## src/rtl/fila_param.sv

```systemverilog
// Parametrised circular-buffer FIFO with prescaled operation ticks, full/empty
// flags, sticky overflow/underflow flags and a one-cycle data-valid strobe.
module fila_param #(
  parameter int WIDTH = 8,
  parameter int DEPTH = 8,
  parameter int DIV   = 100
) (
  input  logic                       clock1M,
  input  logic                       reset,
  input  logic [WIDTH-1:0]           data_in,
  input  logic                       enqueue_in,
  input  logic                       dequeue_in,
  input  logic                       clear_err_in,
  output logic [WIDTH-1:0]           data_out,
  output logic                       data_valid_out,
  output logic [$clog2(DEPTH+1)-1:0] len_out,
  output logic                       full_out,
  output logic                       empty_out,
  output logic                       overflow_out,
  output logic                       underflow_out,
  output logic                       tick_out
);

  localparam int LW = $clog2(DEPTH+1);
  localparam int PW = $clog2(DEPTH);
  localparam int CW = (DIV > 1) ? $clog2(DIV) : 1;

  localparam logic [PW-1:0] PTR_LAST = PW'(DEPTH-1);
  localparam logic [CW-1:0] CNT_LAST = CW'(DIV-1);
  localparam logic [LW-1:0] LEN_MAX  = LW'(DEPTH);

  logic [CW-1:0]    cnt;
  logic             tick;
  logic [PW-1:0]    wr_ptr, rd_ptr;
  logic [WIDTH-1:0] mem [DEPTH];
  logic             enq_ok, deq_ok, ovf_set, unf_set;

  // With DIV=1 the counter is pinned at 0 and every cycle is a tick.
  assign tick     = (cnt == CNT_LAST);
  assign tick_out = tick;

  always_ff @(posedge clock1M or negedge reset) begin
    if (!reset)                cnt <= '0;
    else if (cnt == CNT_LAST)  cnt <= '0;
    else                       cnt <= cnt + CW'(1);
  end

  assign full_out  = (len_out == LEN_MAX);
  assign empty_out = (len_out == '0);

  // A full queue still takes an enqueue when a dequeue frees the head slot.
  assign deq_ok  = tick & dequeue_in & ~empty_out;
  assign enq_ok  = tick & enqueue_in & (~full_out | deq_ok);
  assign ovf_set = tick & enqueue_in & full_out & ~deq_ok;
  assign unf_set = tick & dequeue_in & empty_out;

  always_ff @(posedge clock1M) begin
    if (enq_ok) mem[wr_ptr] <= data_in;
  end

  always_ff @(posedge clock1M or negedge reset) begin
    if (!reset) begin
      wr_ptr         <= '0;
      rd_ptr         <= '0;
      len_out        <= '0;
      data_out       <= '0;
      data_valid_out <= 1'b0;
    end else begin
      data_valid_out <= deq_ok;
      if (enq_ok) wr_ptr <= (wr_ptr == PTR_LAST) ? '0 : wr_ptr + PW'(1);
      if (deq_ok) begin
        data_out <= mem[rd_ptr];
        rd_ptr   <= (rd_ptr == PTR_LAST) ? '0 : rd_ptr + PW'(1);
      end
      if (enq_ok && !deq_ok)      len_out <= len_out + LW'(1);
      else if (deq_ok && !enq_ok) len_out <= len_out - LW'(1);
    end
  end

  // Setting beats clearing when both land in the same cycle.
  always_ff @(posedge clock1M or negedge reset) begin
    if (!reset) begin
      overflow_out  <= 1'b0;
      underflow_out <= 1'b0;
    end else begin
      if (ovf_set)           overflow_out  <= 1'b1;
      else if (clear_err_in) overflow_out  <= 1'b0;
      if (unf_set)           underflow_out <= 1'b1;
      else if (clear_err_in) underflow_out <= 1'b0;
    end
  end

endmodule

```

## config.mk

```make
export PLATFORM = sky130hd
export DESIGN_NAME = fila_param
export DESIGN_NICKNAME = d
export VERILOG_FILES = /design/src/rtl/fila_param.sv
export SDC_FILE = /design/constraint.sdc
export NUM_CORES = 1
export LEC_CHECK = 0
export ABC_AREA = 1
export CORE_MARGIN = 2
export CORE_UTILIZATION = 57
export CTS_BUF_LIST = sky130_fd_sc_hd__clkbuf_4 sky130_fd_sc_hd__clkbuf_8
export CTS_CLUSTER_SIZE = 30
export DETAILED_ROUTE_END_ITERATION = 10
export GPL_TIMING_DRIVEN = 1
export PLACE_DENSITY = 0.78
export SLEW_MARGIN = 20
export SYNTH_ARGS = -nofsm -noshare
export SYNTH_HDL_FRONTEND = slang
export SYNTH_SLANG_ARGS = --single-unit
```

## constraint.sdc

```tcl
create_clock -name clock1M -period 2.7 [get_ports clock1M]
set_input_delay 0.54 -clock clock1M [delete_from_list [all_inputs] [get_ports clock1M]]
set_output_delay 0.54 -clock clock1M [all_outputs]
set_load 0.01 [all_outputs]
```

# Word level (Yosys, flattened, before mapping)
# Memory sizes are Yosys's and may differ from the RTL's. A register that Yosys moved wholly into a read port is not among the register bits.
# Cells that the tools add are included.
# W data, S select, Z words.
[word_totals]
in_bits = 13
n_memories = 1
elab_cells = 47
mem_bits_rw = 64
register_bits = 20
out_inout_bits = 18
[classes]
n_reduce_logical = 9
n_mux = 10
bitwise_logic = 11
n_eq_ne = 4
n_addsub = 5
[memory_table]
columns = ["name", "words", "word_bits", "rd", "rd_clocked_by_memory_dff", "write_ports", "line", "rtl"]
rows = [
  ["mem", 8, 8, 1, 1, 1, "35", "logic [WIDTH-1:0] mem [DEPTH];"],
]
[op_table]
columns = ["op", "count"]
rows = [
  ["$mux W4", 2],
  ["$add A7 B1 Y7 const B", 1],
  ["$and A1 B1 Y1", 7],
  ["$eq A7 B7 Y1 const B", 1],
  ["$mux W7", 1],
  ["$add A3 B1 Y3 const B", 2],
  ["$eq A3 B3 Y1 const B", 2],
  ["$mux W3", 2],
  ["$reduce_bool A2 Y1", 3],
  ["$mux W1", 5],
  ["$add A4 B1 Y4 const B", 1],
  ["$eq A4 B4 Y1 const B", 1],
  ["$logic_not A4 Y1", 1],
  ["$sub A4 B1 Y4 const B", 1],
  ["$logic_not A1 Y1", 3],
  ["$not A1 Y1", 3],
  ["$logic_and A1 B1 Y1", 2],
  ["$or A1 B1 Y1", 1],
]

# Logic depth before layout (Yosys ltp)
[depth]
ltp_word = 9
ltp_mapped = 16
mapped_depth_nobuf = 16

# Worst setup path before layout
# Ideal clock, no wire load.
[synth_path]
path_type = "flip-flop to flip-flop"
startpoint = "register cnt[0]"
endpoint = "register len_out[3]"
n_path_buf = 1
path_slack_ns = 0.421
synth_period_minus_slack_ns = 2.279
t_required_ns = 2.584
t_arrival_ns = 2.162
setup_time_ns = 0.116
stages_incl_launch_ff = 17
path_cell_list = "dfrtp_1 -> ha_1 -> inv_2 -> nor2_8 -> inv_4 -> nor2_8 -> nand3_4 -> buf_6 -> ha_1 -> inv_1 -> ha_1 -> a21oi_1 -> nand2_1 -> nand2_1 -> nand2_1 -> nand2_1 -> nand2_1"
[synth_via]
elab_chain_len = 8
elab_cells_between_ends = 12
classes_between = "eq/ne: 1; mux: 1; bitwise: 5; reduce/logical: 5"
[synth_rtl]
columns = ["item", "line", "rtl"]
rows = [
  ["start, declared", "32", "logic [CW-1:0] cnt;"],
  ["start signal, assigned", "45", "else cnt <= cnt + CW'(1);"],
  ["$eq A7 B7 Y1 (*)", "39", "assign tick = (cnt == CNT_LAST);"],
  ["net tick_out", "21", "output logic tick_out"],
  ["$and A1 B1 Y1 (2 in series)", "52", "assign deq_ok = tick & dequeue_in & ~empty_out;"],
  ["$or A1 B1 Y1", "53", "assign enq_ok = tick & enqueue_in & (~full_out | deq_ok);"],
  ["$and A1 B1 Y1", "53", ""],
  ["$logic_not A1 Y1", "76", "else if (deq_ok && !enq_ok) len_out <= len_out - LW'(1);"],
  ["$logic_and A1 B1 Y1", "76", ""],
  ["$reduce_bool A2 Y1 (no line)", "n/a", ""],
  ["end signal, assigned", "75", "if (enq_ok && !deq_ok) len_out <= len_out + LW'(1);"],
  ["end signal, assigned", "76", ""],
  ["end, declared", "16", "output logic [$clog2(DEPTH+1)-1:0] len_out,"],
]
# The timed path passes the listed nets; every way through them passes the cells marked *.
# A chain may end at the register's enable or synchronous reset.

# Worst setup path after layout
[layout_path]
startpoint = "register cnt[0]"
endpoint = "output port tick_out"
[layout_via]
elab_chain_len = 1
[layout_rtl]
columns = ["item", "line"]
rows = [
  ["$eq A7 B7 Y1", "39"],
  ["end, declared", "21"],
]
# Every way passes these cells.

==> flow_summary.json <==
{
  "power.leakage_nw": 2.211,
  "syn_avg_cell_area_sq_um": 10.17,
  "synth.yosys.warnings": 0,
  "yosysUniqueCellTypes": 31,
  "rsz0062_at_grt": "false",
  "cts_buffer_depth": 2,
  "timing.critical_path.arrival_ns": 1.96,
  "grt_max_degree": 35,
  "netlist_area_sq_um": 4250,
  "slew_headroom_pct": 61.50,
  "antenna_found_initial": 0,
  "initial_core_util_pct": 58.60,
  "cts_setup_buffers": 0,
  "ys_ff_latch": 92,
  "swShare_pct": 19.04,
  "synth_top_family_by_area": "simple AND/OR/NAND/NOR gates",
  "synth-xor-area-share_pct": 1.030,
  "worst_slew_pin_slew_ns": 0.5767,
  "io-pin-count": 31,
  "power_density_nw_per_um2": 515.5,
  "worst_path_largest_cell_delay_ns": 0.56,
  "cts.reportedPaths.clkPinSlew_ns": 0.08,
  "fin_total_pwr_mw": 2.538,
  "synth_sequential_area_ratio_pct": 61.70,
  "reg2reg_slack_ns": 0.27,
  "cts_num_sinks": 92,
  "peak_vdd_ir_uv": 420.6,
  "die_x_um": 90.35,
  "drt_wl_total_mm": 8.134,
  "antenna_cells": 0,
  "finalCriticalPeriod_ns": 2.498,
  "cts-buffers-inserted": 9,
  "yosys.area_share.adder_pct": 2.826,
  "first_iter_violations": 198,
  "drt_first_pass_iters": 5,
  "synth_top_area_cell": "sky130_fd_sc_hd__edfxtp_1",
  "netlist_top_cells_area": "sky130_fd_sc_hd__edfxtp_1, sky130_fd_sc_hd__dfrtp_1, sky130_fd_sc_hd__nand2_1, sky130_fd_sc_hd__inv_1, sky130_fd_sc_hd__nand3_1",
  "layout.filler_cells": 552,
  "avgRoutedWirePerCell_um": 14.37,
  "netlist_instances": 418,
  "final-setup-viol-count": 0,
  "seqPwrFrac_pct": 59.9,
  "ant_nets": 0,
  "timing.critical_path.from_type": "register",
  "synthesis.nets": 440,
  "post_layout_worst_setup_margin_ns": 0.2015,
  "path_class": "reg -> out",
  "finalNetCount": 484,
  "cts-root-buf": "sky130_fd_sc_hd__clkbuf_8",
  "pre_cts_ws_ns": 0.01445,
  "global_route.usage.total_pct": 21.39,
  "htreeDepth": 3,
  "quantity_of_gates_resized_following_cts": 0,
  "achievable-frequency_ghz": 0.4002,
  "dr_total_vias": 2872,
  "grt_pass1_vias": 2873,
  "setup-tns-final_ns": 0,
  "global_route.overflow_total": 0,
  "layout-drive-gt1-share_pct": 13.28,
  "synthDominantCellAreaShare_pct": 45.22,
  "power.share.combinational_pct": 2.8,
  "worst_setup_path_end_kind": "output port",
  "postCtsHoldBufs": 0,
  "design.core.area_sq_um": 7253,
  "power.share.clock_pct": 37.3,
  "intPower_mw": 2.055,
  "place_congestion": 0.7718,
  "cts_tree": "built",
  "die_height_um": 90.35,
  "critical-path-top-cell-by-count": "sky130_fd_sc_hd__nor2_8",
  "worstPathMaxFanout": 6,
  "hold_viol_final": 0,
  "number_of_maximum_capacitance_constraint_violations": 0,
  "place.port_buffers": 30,
  "row_count": 31,
  "timing.final.crit_share_pct": 92.54,
  "synth_compound_area_share_pct": 1.501,
  "timing.critical_path.slowest_stage_cell": "sky130_fd_sc_hd__clkdlybuf4s50_1",
  "post_synth_mux_area_share_pct": 0,
  "report.final.slew_viol_count": 0,
  "synth_to_final_area_change_pct": 15.84,
  "insertion_delay_of_the_later_clocked_pin_in_the_worst_skew_pair_ns": 0.35,
  "post_synth_and_or_nand_nor_area_fraction_pct": 24.43,
  "fp.dieArea_sq_um": 8163,
  "critPathRequiredTime_ns": 2.16,
  "vias_per_cell": 5.074,
  "clock_skew_ns": 0.009905,
  "drcViolationCount": 0,
  "outcome": "complete, no violations",
  "cell_breakdown_of_the_critical_path": "ha_1 -> inv_2 -> nor2_8 -> inv_4 -> nor2_8 -> clkdlybuf4s50_1",
  "worst_hold_path_type": "reg -> reg",
  "dp_hpwl_mm": 5.416,
  "p_switching_uw": 483.2,
  "global_route_wire_length_before_repair_mm": 13.63
}
[area by class of cell]
cell class,count,area [sq um],area share (%)
sequential,92,2623,53.27
multi-input combinational,239,1266,25.72
timing repair buffer,46,420.4,8.539
inverter,74,281.5,5.718
clock buffer,14,173.9,3.532
tap,99,123.9,2.516
clock inverter,2,35.03,0.7116
[metrics by stage]
stage               cells  utilization (%)  hold slack, ns  instance area [sq um]
finish                566            67.88          0.4811                   4923
global route          566            67.88          0.5118                   4923
CTS                   566            67.88          0.4863                   4923
detailed placement    550            65.00          0.4641                   4715
global placement      550            65.00          0.4628                   4715
floorplan             418                -          0.2444                   4250
[logic make-up after synthesis]
family | Yosys count
and+or+nand+nor | 214
DFF | 92
buffers and inverters | 87
AOI/OAI and AO/OA | 11
adders and majority gates | 9
xor gates and xnor gates | 5
[flip-flops by register name, summed over array words and instances, names as in the netlist]
signal          flops
mem                64
data_out            8
cnt                 7
len_out             4
rd_ptr              3
wr_ptr              3
data_valid_out      1
overflow_out        1
underflow_out       1
[cells in the mapped netlist, drive strengths merged]
cell,instances
nor2,19
nor3,3
inv,72
nand2,131
o22ai,1
xor2,1
o21ai,6
fa,1
buf,12
edfxtp,64
nand3,60
dfrtp,28
clkbuf,1
ha,8
xnor2,4
nand4,1
clkinv,2
a21oi,4
[critical path, delay by kind of cell (launching register included)]
kind	cells	cell delay (ns)
buffers and inverters	3	0.70
and+or+nand+nor	2	0.28
DFF	1	0.40
adders and majority gates	1	0.23
[final timing paths]
kind                        startpoint              to  cells past startpoint
min reg2reg                data_out[1]     data_out[1]                      2
max                             cnt[0]        tick_out                      6
max reg2reg                     cnt[0]      len_out[3]                     16
min in group asynchronous        reset  data_valid_out                      2
max in group asynchronous        reset       rd_ptr[2]                      2
min                        data_out[1]     data_out[1]                      2
[placed cells by master (no fill, tap or decap)]
cell / n
sky130_fd_sc_hd__nand2_1: 127
sky130_fd_sc_hd__inv_1: 68
sky130_fd_sc_hd__edfxtp_1: 64
sky130_fd_sc_hd__nand3_1: 48
sky130_fd_sc_hd__clkdlybuf4s50_1: 30
sky130_fd_sc_hd__dfrtp_1: 28
sky130_fd_sc_hd__buf_4: 16
sky130_fd_sc_hd__nor2_1: 14
sky130_fd_sc_hd__nand3_2: 11
sky130_fd_sc_hd__clkbuf_8: 11
sky130_fd_sc_hd__ha_1: 8
sky130_fd_sc_hd__nand2_2: 4
sky130_fd_sc_hd__xnor2_1: 4
sky130_fd_sc_hd__a21oi_1: 4
sky130_fd_sc_hd__o21ai_0: 4
sky130_fd_sc_hd__inv_2: 3
sky130_fd_sc_hd__clkbuf_4: 3
sky130_fd_sc_hd__nor2_8: 2
sky130_fd_sc_hd__clkinv_2: 2
sky130_fd_sc_hd__nor2_4: 2
sky130_fd_sc_hd__nor3_1: 2
sky130_fd_sc_hd__o21ai_2: 2
sky130_fd_sc_hd__inv_4: 1
sky130_fd_sc_hd__xor2_1: 1
sky130_fd_sc_hd__nand3_4: 1
sky130_fd_sc_hd__nand4_4: 1
sky130_fd_sc_hd__nor3_4: 1
sky130_fd_sc_hd__nor2_2: 1
sky130_fd_sc_hd__clkinv_1: 1
sky130_fd_sc_hd__o22ai_1: 1
sky130_fd_sc_hd__fa_1: 1
sky130_fd_sc_hd__bufinv_16: 1
[layer usage]
metal,part of all wire (%),GRT usage [%],up-vias,wire length (um)
met5,0,0,-,0
li1,-,-,1420,-
met3,6.3,4.424,14,511
met1,44,29.63,1337,3564
met2,48,32.96,101,3912
met4,1.8,9.615,0,146
[power by group through the flow]
stage	Combinational, mW	Clock (mW)	Sequential, mW
floorplan	0.0180	0	1.55
global placement	0.0704	0	1.55
detailed placement	0.0730	0	1.55
CTS	0.0731	0.964	1.52
global route	0.0799	1.02	1.52
finish	0.0716	0.947	1.52
Note: power is estimated with default switching activity, not from simulation.
